File: config.mk
export PLATFORM = sky130hd
export DESIGN_NAME = imem_axil_rd_slave_flat
export DESIGN_NICKNAME = d
export VERILOG_FILES = /design/src/rtl/imem_axil_rd_slave_pkg.sv /design/src/rtl/imem_axil_rd_slave_if.sv /design/src/rtl/imem_axil_rd_slave_lat_lfsr.sv /design/src/rtl/imem_axil_rd_slave.sv /design/src/flat_wrapper.sv
export SDC_FILE = /design/constraint.sdc
export NUM_CORES = 1
export LEC_CHECK = 0
export BUFFER_PORTS_ARGS = -buffer_cell sky130_fd_sc_hd__buf_4
export CAP_MARGIN = 20
export CORE_MARGIN = 2
export CORE_UTILIZATION = 51
export DETAILED_ROUTE_END_ITERATION = 7
export GPL_ROUTABILITY_DRIVEN = 0
export PLACE_DENSITY_LB_ADDON = 0.3
export SYNTH_ARGS = -nofsm -noshare
export SYNTH_HDL_FRONTEND = slang
export SYNTH_SLANG_ARGS = --single-unit
File: constraint.sdc
create_clock -name clk -period 8.4 [get_ports clk]
set_input_delay 0 -clock clk [delete_from_list [all_inputs] [get_ports clk]]
set_output_delay 0 -clock clk [all_outputs]
set_load 0.01 [all_outputs]
File: src/rtl/imem_axil_rd_slave_pkg.sv
// Shared definitions for the imem AXI-lite read slave: response codes, FSM encoding, bus widths.
package imem_axil_rd_slave_pkg;

    localparam logic [1:0] RESP_OKAY   = 2'b00;
    localparam logic [1:0] RESP_SLVERR = 2'b10;
    localparam logic [1:0] RESP_DECERR = 2'b11;

    localparam int MEM_ADDR_BUS_W = 14;
    localparam int MEM_DATA_BUS_W = 64;

    typedef enum logic [1:0] {
        ST_IDLE = 2'd0,
        ST_WAIT = 2'd1,
        ST_MEM  = 2'd2,
        ST_RESP = 2'd3
    } state_e;

endpackage

File: src/rtl/imem_axil_rd_slave_if.sv
// AXI-lite read-channel bundle between the fetch stage (master) and the imem slave.
interface imem_axil_rd_slave_if #(
    parameter int ADDR_W = 32,
    parameter int DATA_W = 64
);
    logic              ARVALID;
    logic [ADDR_W-1:0] ARADDR;
    logic              ARREADY;
    logic              RVALID;
    logic [DATA_W-1:0] RDATA;
    logic [1:0]        RRESP;
    logic              RREADY;

    modport master (
        output ARVALID, ARADDR, RREADY,
        input  ARREADY, RVALID, RDATA, RRESP
    );

    modport slave (
        input  ARVALID, ARADDR, RREADY,
        output ARREADY, RVALID, RDATA, RRESP
    );
endinterface

File: src/rtl/imem_axil_rd_slave_lat_lfsr.sv
// 16-bit Fibonacci LFSR (taps 16,14,13,11) used to randomise fetch latency; free-runs out of reset.
module lat_lfsr #(
    parameter logic [15:0] SEED = 16'hACE1
) (
    input  logic        clk,
    input  logic        rst,
    output logic [15:0] lfsr
);
    logic [15:0] lfsr_q;
    logic [15:0] lfsr_d;

    always_comb begin
        lfsr_d = {lfsr_q[14:0], lfsr_q[15] ^ lfsr_q[13] ^ lfsr_q[12] ^ lfsr_q[10]};
    end

    always_ff @(posedge clk or posedge rst) begin
        if (rst) begin
            lfsr_q <= SEED;
        end else begin
            lfsr_q <= lfsr_d;
        end
    end

    assign lfsr = lfsr_q;
endmodule

File: src/rtl/imem_axil_rd_slave.sv
// AXI-lite read slave feeding the instruction fetch stage from a synchronous imem SRAM.
// Each fetch waits a fixed or LFSR-chosen number of cycles; bad addresses answer SLVERR/DECERR.
module imem_axil_rd_slave
    import imem_axil_rd_slave_pkg::*;
#(
    parameter int                ADDR_W     = 32,
    parameter int                DATA_W     = MEM_DATA_BUS_W,
    parameter logic [ADDR_W-1:0] MEM_BASE   = 32'h8000_0000,
    parameter int                MEM_WORDS  = 1 << MEM_ADDR_BUS_W,
    parameter int                LAT_RANDOM = 0,
    parameter int                FIXED_LAT  = 2,
    parameter logic [15:0]       LFSR_SEED  = 16'hACE1,
    localparam int               MEM_AW     = $clog2(MEM_WORDS)
) (
    input  logic                clk,
    input  logic                rst,
    imem_axil_rd_slave_if.slave axi,
    output logic                mem_req,
    output logic [MEM_AW-1:0]   mem_addr,
    input  logic [DATA_W-1:0]   mem_rdata,
    output logic [31:0]         rd_count
);
    // Window end is one bit wider so a window ending at 2^ADDR_W does not wrap to zero.
    localparam int               END_W       = ADDR_W + 1;
    localparam logic [END_W-1:0] MEM_END     = {1'b0, MEM_BASE} + END_W'(64'(MEM_WORDS) * 64'd8);
    localparam logic [3:0]       FIXED_LAT_V = 4'(FIXED_LAT);

    state_e              state_q, state_d;
    logic [ADDR_W-1:0]   addr_q, addr_d;
    logic [1:0]          err_q, err_d;
    logic [3:0]          wait_q, wait_d;
    logic                rvalid_q, rvalid_d;
    logic [DATA_W-1:0]   rdata_q, rdata_d;
    logic [1:0]          rresp_q, rresp_d;
    logic [31:0]         rd_count_q, rd_count_d;

    logic                arready;
    logic                misaligned;
    logic                out_of_range;
    logic [1:0]          ar_code;
    logic [3:0]          lat_load;
    logic [15:0]         lfsr;
    logic                lfsr_unused;

    lat_lfsr #(.SEED(LFSR_SEED)) u_lat_lfsr (
        .clk  (clk),
        .rst  (rst),
        .lfsr (lfsr)
    );

    assign lat_load     = (LAT_RANDOM != 0) ? lfsr[3:0] : FIXED_LAT_V;
    assign lfsr_unused  = ^lfsr[15:4];
    assign misaligned   = (axi.ARADDR[1:0] != 2'b00);
    assign out_of_range = (axi.ARADDR < MEM_BASE) || ({1'b0, axi.ARADDR} >= MEM_END);

    always_comb begin
        if (misaligned) begin
            ar_code = RESP_SLVERR;
        end else if (out_of_range) begin
            ar_code = RESP_DECERR;
        end else begin
            ar_code = RESP_OKAY;
        end
    end

    always_ff @(posedge clk or posedge rst) begin
        if (rst) begin
            state_q    <= ST_IDLE;
            addr_q     <= '0;
            err_q      <= RESP_OKAY;
            wait_q     <= '0;
            rvalid_q   <= 1'b0;
            rdata_q    <= '0;
            rresp_q    <= RESP_OKAY;
            rd_count_q <= '0;
        end else begin
            state_q    <= state_d;
            addr_q     <= addr_d;
            err_q      <= err_d;
            wait_q     <= wait_d;
            rvalid_q   <= rvalid_d;
            rdata_q    <= rdata_d;
            rresp_q    <= rresp_d;
            rd_count_q <= rd_count_d;
        end
    end

    always_comb begin
        state_d    = state_q;
        addr_d     = addr_q;
        err_d      = err_q;
        wait_d     = wait_q;
        rvalid_d   = rvalid_q;
        rdata_d    = rdata_q;
        rresp_d    = rresp_q;
        rd_count_d = rd_count_q;
        unique case (state_q)
            ST_IDLE: begin
                if (axi.ARVALID && arready) begin
                    addr_d  = axi.ARADDR;
                    err_d   = ar_code;
                    wait_d  = lat_load;
                    state_d = ST_WAIT;
                end
            end
            ST_WAIT: begin
                if (wait_q == 4'd0) begin
                    state_d = ST_MEM;
                end else begin
                    wait_d = wait_q - 4'd1;
                end
            end
            // SRAM word requested on the last wait cycle is on mem_rdata now.
            ST_MEM: begin
                rvalid_d = 1'b1;
                rdata_d  = (err_q == RESP_OKAY) ? mem_rdata : '0;
                rresp_d  = err_q;
                state_d  = ST_RESP;
            end
            ST_RESP: begin
                if (axi.RREADY) begin
                    rvalid_d   = 1'b0;
                    rd_count_d = rd_count_q + 32'd1;
                    state_d    = ST_IDLE;
                end
            end
            default: begin
                state_d = ST_IDLE;
            end
        endcase
    end

    // The SRAM strobe leads the MEM state by one cycle because the macro has one cycle of read latency.
    always_comb begin
        arready  = (state_q == ST_IDLE) && !rst;
        mem_req  = (state_q == ST_WAIT) && (wait_q == 4'd0) && (err_q == RESP_OKAY);
        mem_addr = MEM_AW'((addr_q - MEM_BASE) >> 3);
    end

    assign axi.ARREADY = arready;
    assign axi.RVALID  = rvalid_q;
    assign axi.RDATA   = rdata_q;
    assign axi.RRESP   = rresp_q;
    assign rd_count    = rd_count_q;
endmodule

File: src/flat_wrapper.sv
// flat-port wrapper written by rule: the top's interface ports become plain ports
module imem_axil_rd_slave_flat import imem_axil_rd_slave_pkg::*;
#(
    parameter int                ADDR_W     = 32,
    parameter int                DATA_W     = MEM_DATA_BUS_W,
    parameter logic [ADDR_W-1:0] MEM_BASE   = 32'h8000_0000,
    parameter int                MEM_WORDS  = 1 << MEM_ADDR_BUS_W,
    parameter int                LAT_RANDOM = 0,
    parameter int                FIXED_LAT  = 2,
    parameter logic [15:0]       LFSR_SEED  = 16'hACE1,
    localparam int               MEM_AW     = $clog2(MEM_WORDS)
)
  (clk, rst, mem_req, mem_addr, mem_rdata, rd_count, axi_ARVALID, axi_ARADDR, axi_RREADY, axi_ARREADY, axi_RVALID, axi_RDATA, axi_RRESP);
  imem_axil_rd_slave_if #(.ADDR_W(ADDR_W), .DATA_W(DATA_W)) axi_i ();
  input  logic clk;
  input  logic rst;
  output logic mem_req;
  output logic [MEM_AW-1:0] mem_addr;
  input  logic [DATA_W-1:0] mem_rdata;
  output logic [31:0] rd_count;
  input wire logic [$bits(axi_i.ARVALID)-1:0] axi_ARVALID;
  input wire logic [$bits(axi_i.ARADDR)-1:0] axi_ARADDR;
  input wire logic [$bits(axi_i.RREADY)-1:0] axi_RREADY;
  output wire logic [$bits(axi_i.ARREADY)-1:0] axi_ARREADY;
  output wire logic [$bits(axi_i.RVALID)-1:0] axi_RVALID;
  output wire logic [$bits(axi_i.RDATA)-1:0] axi_RDATA;
  output wire logic [$bits(axi_i.RRESP)-1:0] axi_RRESP;
  assign axi_i.ARVALID = axi_ARVALID;
  assign axi_i.ARADDR = axi_ARADDR;
  assign axi_i.RREADY = axi_RREADY;
  assign axi_ARREADY = axi_i.ARREADY;
  assign axi_RVALID = axi_i.RVALID;
  assign axi_RDATA = axi_i.RDATA;
  assign axi_RRESP = axi_i.RRESP;
  imem_axil_rd_slave #(.ADDR_W(ADDR_W), .DATA_W(DATA_W), .MEM_BASE(MEM_BASE), .MEM_WORDS(MEM_WORDS), .LAT_RANDOM(LAT_RANDOM), .FIXED_LAT(FIXED_LAT), .LFSR_SEED(LFSR_SEED)) u_core (.clk(clk), .rst(rst), .axi(axi_i), .mem_req(mem_req), .mem_addr(mem_addr), .mem_rdata(mem_rdata), .rd_count(rd_count));
endmodule
# Yosys cells after proc, flatten, opt, wreduce, memory -nomap -nowiden
# Cells that the tools add are included.
word_totals:
  ff_bits: 124
  out_inout_bits: 115
op_classes:
  n_eq_ne: 7
  addsub: 3
  order_cmp: 2
  reduce_logical: 17
  mux: 12
op_table:
  columns: ["operator", "n"]
  rows:
  - ["$mux W64", 1]
  - ["$add A32 B1 Y32 const B", 1]
  - ["$ge A32 B32 Y1 const B", 1]
  - ["$lt A32 B32 Y1 const B", 1]
  - ["$sub A17 B1 Y17 const B", 1]
  - ["$mux W2", 5]
  - ["$mux W4", 2]
  - ["$pmux W2 S4", 1]
  - ["$pmux W4 S2", 1]
  - ["$reduce_and A2 Y1", 3]
  - ["$reduce_and A3 Y1", 2]
  - ["$reduce_bool A2 Y1", 3]
  - ["$eq A2 B2 Y1 const B", 2]
  - ["$logic_and A1 B1 Y1", 4]
  - ["$logic_not A2 Y1", 2]
  - ["$logic_not A4 Y1", 1]
  - ["$ne A2 B1 Y1 const B", 2]
  - ["$ne A2 B2 Y1 const B", 2]
  - ["$sub A4 B1 Y4 const B", 1]
  - ["$eq A2 B1 Y1 const B", 1]
  - ["$pmux W1 S2", 1]
  - ["$logic_not A1 Y1", 1]
  - ["$logic_or A1 B1 Y1", 1]
  - ["$mux W1", 1]

# Depth between registers and ports, before layout
# Gate-level depths: netlist (run 1).
logic_depth:
  word_depth: 5
  mapped_depth: 8
  mapped_depth_nobuf: 6

# Worst setup path before layout (run 1)
# Ideal clock, no wire load.
synth_path:
  path_type: "register to register"
  startpoint: "register u_core.state_q[0]"
  endpoint: "register u_core.state_q[0]"
  slack_ns: 6.647
  required_time_ns: 8.317
  setup_ns: 0.083
  stages_incl_launch_ff: 8
  arrival_ns: 1.670
  period_less_slack_ns: 1.753
  path_cell_list: "dfrtp_1 > inv_1 > ha_1 > clkbuf_1 > nand3b_1 > a222oi_1 > o21ai_0 > o21ai_0"
synth_via:
  elab_chain_cells: 5
synth_lines:
  columns: ["element", "line_no", "text"]
  rows:
  - ["from (decl)", "imem_axil_rd_slave.sv:28", "state_e state_q, state_d;"]
  - ["from (signal assigned)", "imem_axil_rd_slave.sv:77", "state_q <= state_d;"]
  - ["$logic_not A2 Y1", "imem_axil_rd_slave.sv:97, imem_axil_rd_slave.sv:135", null]
  - ["$logic_and A1 B1 Y1", "imem_axil_rd_slave.sv:135", "arready = (state_q == ST_IDLE) && !rst;"]
  - ["$logic_and A1 B1 Y1", "imem_axil_rd_slave.sv:99", "if (axi.ARVALID && arready) begin"]
  - ["$ne A2 B1 Y1 (no line)", null, null]
  - ["$reduce_and A3 Y1 (no line)", null, null]
# Parallel ways exist; a longest one is shown, timed or not.
# A chain may end at the register's enable or synchronous reset.

# Worst setup path in the final report (run 1)
# Same ends and word-level chain as after synthesis.

==> flow_summary.ini, run 1 <==
[run_status]
status = complete, no violations

[placement]
postPlaceCellArea_um2 = 6780
place_hpwl_um = 8780
io_buffers = 213

[cells_and_area]
finish.instance_area_um2 = 8240
layout.nets = 896
area_growth_syn_to_layout_pct = 62.5
drive_gt1_frac = 0.339

[critical_path]
crit_slowest_cell = a222oi_1
cp.required_ns = 8.81
crit_type = flip-flop to flip-flop
crit_chain = inv_1 > ha_1 > nand3b_1 > buf_8 > a222oi_1 > o21ai_0 > o21ai_0
worstPathArrival_ns = 2.80
startpoint_type = flip-flop
critPathCaptureType = flip-flop
critical-path-max-stage-delay_ns = 0.50
cpMostUsedCell = o21ai_0
crit_fanout = 19
cp_top_family = compound AO/OA/AOI/OAI gates
critPathBufInv = 2

[clock_network]
cts_buffer_depth = 2
cts_tree = built
cts_root_buf = clkbuf_8
cts_sinks = 121
htree_levels = 4
post_cts_buffers = 0
cts_buffers = 17
clk_latency_ns = 0.51
cts.clk_slew.worst_paths_ns = 0.05

[synthesis]
ys_ff_latch = 121
synth_area_um2 = 5070
yosys.area.top_type = dfrtp_1
ys_seq_area_frac = 0.597
syn_inst = 488
ys_types = 38
synth_area_leaders = dfrtp_1 (60%), o21ai_0 (6.8%), nand2_1 (5.7%)
syn-num-nets = 595
synth_top_area_frac = 0.597
yosys_warnings = 0
synth.avg_cell_area_um2 = 10.4

[pwr]
switching_power_mw = 0.858
netSwitchingFraction = 0.335
seqPwrFrac = 0.363
power_frac_clock = 0.281
combPwrFrac = 0.356
p_total_mw = 2.56
ir_drop_uv = 174
intPower_mw = 1.70
p_leak_nw = 4.07
powerDensity_nw_per_um2 = 311

[sta]
slew_headroom = 0.457
tns_ns = 0
setup_viol_count_final = 0
fmax_ghz = 0.419
clock_skew_ns = 0.00660
period_minus_slack_ns = 2.39
finalHoldViolations = 0
finalMaxSlewViolations = 0
post-route-period-util = 0.284
rsz0062_at_grt = false
tightest_slew_ns = 0.815

[route]
drc = 0
detail_route.vias_per_cell = 5.04
ant_nets = 0
drtPass1Iterations = 5
via_count = 4707
wl_per_cell_um = 16.6
drtIter0Drc = 208
wirelength_um = 15500

[floorplan]
die_width_um = 104
core_area_um2 = 9730
die-area_um2 = 10800
die_h_um = 104
row_count = 36
ios = 215
initial_utilization = 0.521

[global_route]
gr-total-overflow = 0
grt_max_degree = 70
grt_pass1_wl_um = 25400
antenna_found_initial = 1
grt_pass1_vias = 5017
track_usage = 0.299

[job]
cap_viol_max_count = 0

[hold_path]
holdCritPathClass = input pin to flip-flop
[placed cells by master (no fill, tap or decap), drive strengths merged, types with 6 or more instances in the layout]
cell type and instances:
nand4 13, o21ai 69, inv 74, xnor2 23, clkbuf 21, nor3 7
buf 217, mux2 17, nor4 6, nand3 11, ha 7, nor2 10
nand2 77, dfrtp 121, dlygate4sd3 84, xor2 8
[layout make-up]
| class | instances | area (um2) |
|---|---|---|
| tap | 133 | 166 |
| clock buffer | 21 | 459 |
| clock inverter | 9 | 123 |
| fill | 522 | 1490 |
| timing repair buffer | 301 | 2490 |
| inverter | 74 | 280 |
| multi-input combinational | 274 | 1690 |
| sequential | 121 | 3030 |
| antenna | 1 | 2.50 |
[timing repair]
item	CTS	global route
hold buffers	84	0
endpoints found under the hold margin	151	0
resized for setup	0	0
[layer usage]
metal  global-route usage  vias to the layer above  routed length (um)
met5                    0                        -                   0
met2                0.537                      193                8250
met1                0.325                     2271                5670
met4                0.155                        0                 643
li1                     -                     2192                   -
met3               0.0774                       51                 931
[tightest hold or removal path, delay by kind of cell]
kind	cells	cell delay [ns]
AOI/OAI and AO/OA	1	0.14
and+or+nand+nor	1	0.27
buffers and inverters	1	0.11
[logic make-up after synthesis]
kind of cell / share of synthesized area
adder cells (fa/ha/maj): 0.0173
AO/OA/AOI/OAI: 0.0884
multiplexers: 0.0378
AND/OR/NAND/NOR: 0.135
flip-flops: 0.597
buffers and inverters: 0.0713
XOR/XNOR: 0.0536
[flip-flops by register name, indices dropped and copies added, names as in the netlist]
signal and cells:
u_core.axi.RDATA 64, u_core.rd_count 32, u_core.addr_q 14, u_core.wait_q 4, u_core.axi.RRESP 2, u_core.err_q 2, u_core.state_q 2, u_core.axi.RVALID 1
[final timing paths]
path | startpoint | end | slack [ns] | cells past startpoint
min in group asynchronous | rst | u_core.addr_q[13] | 0.23 | 3
setup / recovery | u_core.state_q[0] | u_core.state_q[0] | 6.01 | 7
hold / removal | axi_ARVALID | u_core.err_q[1] | 0.05 | 3
max in group asynchronous | rst | u_core.rd_count[16] | 6.95 | 4
hold reg to reg | u_core.rd_count[13] | u_core.rd_count[13] | 0.50 | 1
setup reg to reg | u_core.state_q[0] | u_core.state_q[0] | 6.01 | 7
[cell usage after synthesis]
| library cell | count |
|---|---|
| dfrtp_1 | 121 |
| nand2_1 | 77 |
| inv_1 | 74 |
| o21ai_0 | 69 |
| xnor2_1 | 23 |
| mux2_2 | 17 |
| nand4_1 | 12 |
| buf_2 | 10 |
| nand3_1 | 10 |
| nor2_1 | 10 |
| clkbuf_1 | 9 |
| xor2_1 | 8 |
| ha_1 | 7 |
| nor3_1 | 7 |
| and3_1 | 4 |
| nor4_1 | 4 |
| and4_1 | 3 |
| a21oi_1 | 2 |
| nor4_4 | 2 |
| a221o_1 | 1 |
| a222oi_1 | 1 |
| a22o_1 | 1 |
| a2bb2oi_1 | 1 |
| a31oi_1 | 1 |
| a41o_1 | 1 |
| nand3_2 | 1 |
| nand3b_1 | 1 |
| nand4_4 | 1 |
| nor2b_1 | 1 |
| nor3b_1 | 1 |
| nor4b_1 | 1 |
| o211ai_1 | 1 |
| o21a_1 | 1 |
| o221ai_1 | 1 |
| o22ai_1 | 1 |
| o2bb2ai_1 | 1 |
| or2_1 | 1 |
| or3b_2 | 1 |
[power groups by stage]
stage	logic [mW]	registers [mW]	clock network, mW
2_1_floorplan	0.329	0.994	0
3_3_place_gp	0.806	0.911	0
3_5_place_dp	0.837	0.925	0
4_1_cts	0.878	0.918	0.724
5_1_grt	0.994	0.952	0.754
6_report	0.912	0.929	0.720
[metrics by stage]
step | hold WS [ns] | instances | util | setup slack (ns)
final | 0.0510 | 934 | 0.847 | 6.01
after global routing | 0.0698 | 934 | 0.847 | 5.86
after CTS | 0.206 | 931 | 0.843 | 5.53
after detailed placement | 0.208 | 817 | 0.697 | 5.63
after global placement | 0.204 | 817 | 0.697 | 5.78
after floorplan | 0.0464 | 488 | - | 5.19
Note: power is estimated with default switching activity, not from simulation.
==> inputs of run 2 (changes only) <==
--- a/config.mk
+++ b/config.mk
@@ -8,7 +8,7 @@
 export BUFFER_PORTS_ARGS = -buffer_cell sky130_fd_sc_hd__buf_4
 export CAP_MARGIN = 20
 export CORE_MARGIN = 2
-export CORE_UTILIZATION = 51
+export CORE_UTILIZATION = 43
 export DETAILED_ROUTE_END_ITERATION = 7
 export GPL_ROUTABILITY_DRIVEN = 0
 export PLACE_DENSITY_LB_ADDON = 0.3
==> constraint.sdc (replaced) <==
create_clock -name clk -period 2.1 [get_ports clk]
set_input_delay 0 -clock clk [delete_from_list [all_inputs] [get_ports clk]]
set_output_delay 0 -clock clk [all_outputs]
set_load 0.01 [all_outputs]
==> run 2 against run 1 <==
Clock power rose to 3.7 times the previous value. Largest cell class unchanged. Largest power group unchanged. Highest routed layer unchanged. Clock-buffer cell count increased by 6. Critical path type is now flip-flop to output port. Non-clock buffer count is 6 higher.
==> flow_summary.ini, run 2 (synthesized netlist as in run 1, its figures left out) <==
[sta]
post-route-period-util = 0.929
setup_viol_count_final = 0
tns_ns = 0
fmax_ghz = 0.513
tightest_slew_ns = 0.720
finalMaxSlewViolations = 0
rsz0062_at_grt = false
clock_skew_ns = 0.00962
slew_headroom = 0.520
worst_slack_ns = 0.150
finalHoldViolations = 0
period_minus_slack_ns = 1.95

[placement]
place_ws_ns = 0.172
io_buffers = 213
place_hpwl_um = 9060
postPlaceCellArea_um2 = 6870

[pwr]
seqPwrFrac = 0.374
powerDensity_nw_per_um2 = 1200
p_total_mw = 9.93
combPwrFrac = 0.360
netSwitchingFraction = 0.330
p_leak_nw = 4.07
power_frac_clock = 0.266
intPower_mw = 6.65
ir_drop_uv = 755
switching_power_mw = 3.28

[global_route]
grt_pass1_wl_um = 23800
grt_max_degree = 67
grt_pass1_vias = 4850
track_usage = 0.237
gr-total-overflow = 0
antenna_found_initial = 1

[route]
ant_nets = 0
via_count = 4690
drtIter0Drc = 248
drtPass1Iterations = 4
wirelength_um = 14500
wl_per_cell_um = 15.3
drc = 0
detail_route.vias_per_cell = 4.94

[cells_and_area]
final_util = 0.721
drive_gt1_frac = 0.339
area_growth_syn_to_layout_pct = 63.0
most-common-layout-cells = buf_4 (220), dfrtp_1 (121), dlygate4sd3_1 (85)
finish.instance_area_um2 = 8260
largest_reg_flops = 64
layout.nets = 902
layout_commonest_cell = buf_4

[clock_network]
cts.clk_slew.worst_paths_ns = 0.05
cts_tree = built
cts_sinks = 121
cts_buffer_depth = 2
cts_root_buf = clkbuf_16
cts_buffers = 17
clk_latency_ns = 0.41
cts-resized-gates = 0
htree_levels = 4
post_cts_buffers = 0

[critical_path]
worstPathArrival_ns = 1.95
cp.required_ns = 2.10
crit_type = flip-flop to output port
startpoint_type = flip-flop
critPathCaptureType = output port
crit_fanout = 4

[job]
cap_viol_max_count = 0

[run_status]
status = complete, no violations

[floorplan]
die_width_um = 113
core_area_um2 = 11500
initial_utilization = 0.442
row_count = 39
die_h_um = 113
die-area_um2 = 12700
ios = 215

[hold_path]
holdCritPathClass = input pin to flip-flop
## run 2: cell types whose count changed in the layout (fill, tap and decap cells not counted)
cell           previous run  this run
buf_12                    1         2
buf_4                   215       220
buf_8                     1         0
bufinv_16                 3         0
clkbuf_1                  1         3
clkbuf_16                16        17
clkbuf_8                  4         7
clkinv_2                  5         2
dlygate4sd3_1            84        85
inv_4                     1         0
## run 2: critical path: stages (launching register included)
cell,delay (ns)
dfrtp_1,0.41
inv_1,0.07
ha_1,0.20
or3b_2,0.50
nor4_1,0.19
buf_4,0.17
## run 2: area by class of cell
class / instances / area [um2]
Antenna cell: 1 / 2.50
Clock buffer: 27 / 533
Clock inverter: 2 / 10.0
Fill cell: 780 / 3200
Inverter: 74 / 282
Multi-Input combinational cell: 274 / 1690
Sequential cell: 121 / 3030
Tap cell: 143 / 179
Timing Repair Buffer: 307 / 2540
## run 2: power by group through the flow
| stage | registers [mW] | clock network [mW] | logic [mW] |
|---|---|---|---|
| 6_report | 3.71 | 2.64 | 3.58 |
| 5_1_grt | 3.81 | 2.80 | 3.93 |
| 4_1_cts | 3.70 | 2.69 | 3.58 |
| 3_5_place_dp | 3.71 | 0 | 3.44 |
| 3_3_place_gp | 3.65 | 0 | 3.32 |
| 2_1_floorplan | 3.98 | 0 | 1.32 |
## run 2: final timing paths
| kind | start | endpoint | slack (ns) | cells past startpoint |
|---|---|---|---|---|
| setup / recovery | u_core.wait_q[0] | mem_req | 0.15 | 5 |
| hold / removal | axi_ARVALID | u_core.wait_q[1] | 0.11 | 3 |
| min in group asynchronous | rst | u_core.wait_q[0] | 0.24 | 4 |
| hold reg to reg | u_core.rd_count[31] | u_core.rd_count[31] | 0.48 | 1 |
| setup reg to reg | u_core.wait_q[0] | u_core.state_q[0] | 0.18 | 6 |
| max in group asynchronous | rst | u_core.axi.RDATA[4] | 1.19 | 4 |
## run 2: repair_timing
action	4_1_cts	5_1_grt
hold buffers	85	0
endpoints found under the hold margin	204	0
endpoints found under the setup margin	0	0
## run 2: per-layer routing
layer,vias to the layer above,GRT usage,share of wire
met2,172,0.424,0.53
met5,-,0,0
met3,24,0.0653,0.062
met4,0,0.0854,0.019
li1,2197,-,-
met1,2297,0.272,0.39
## run 2: stage by stage
stage | instances | hold WS (ns)
2_1_floorplan | 488 | 0.0464
3_3_place_gp | 834 | 0.146
3_5_place_dp | 834 | 0.157
4_1_cts | 948 | 0.0939
5_1_grt | 949 | 0.153
6_report | 949 | 0.110
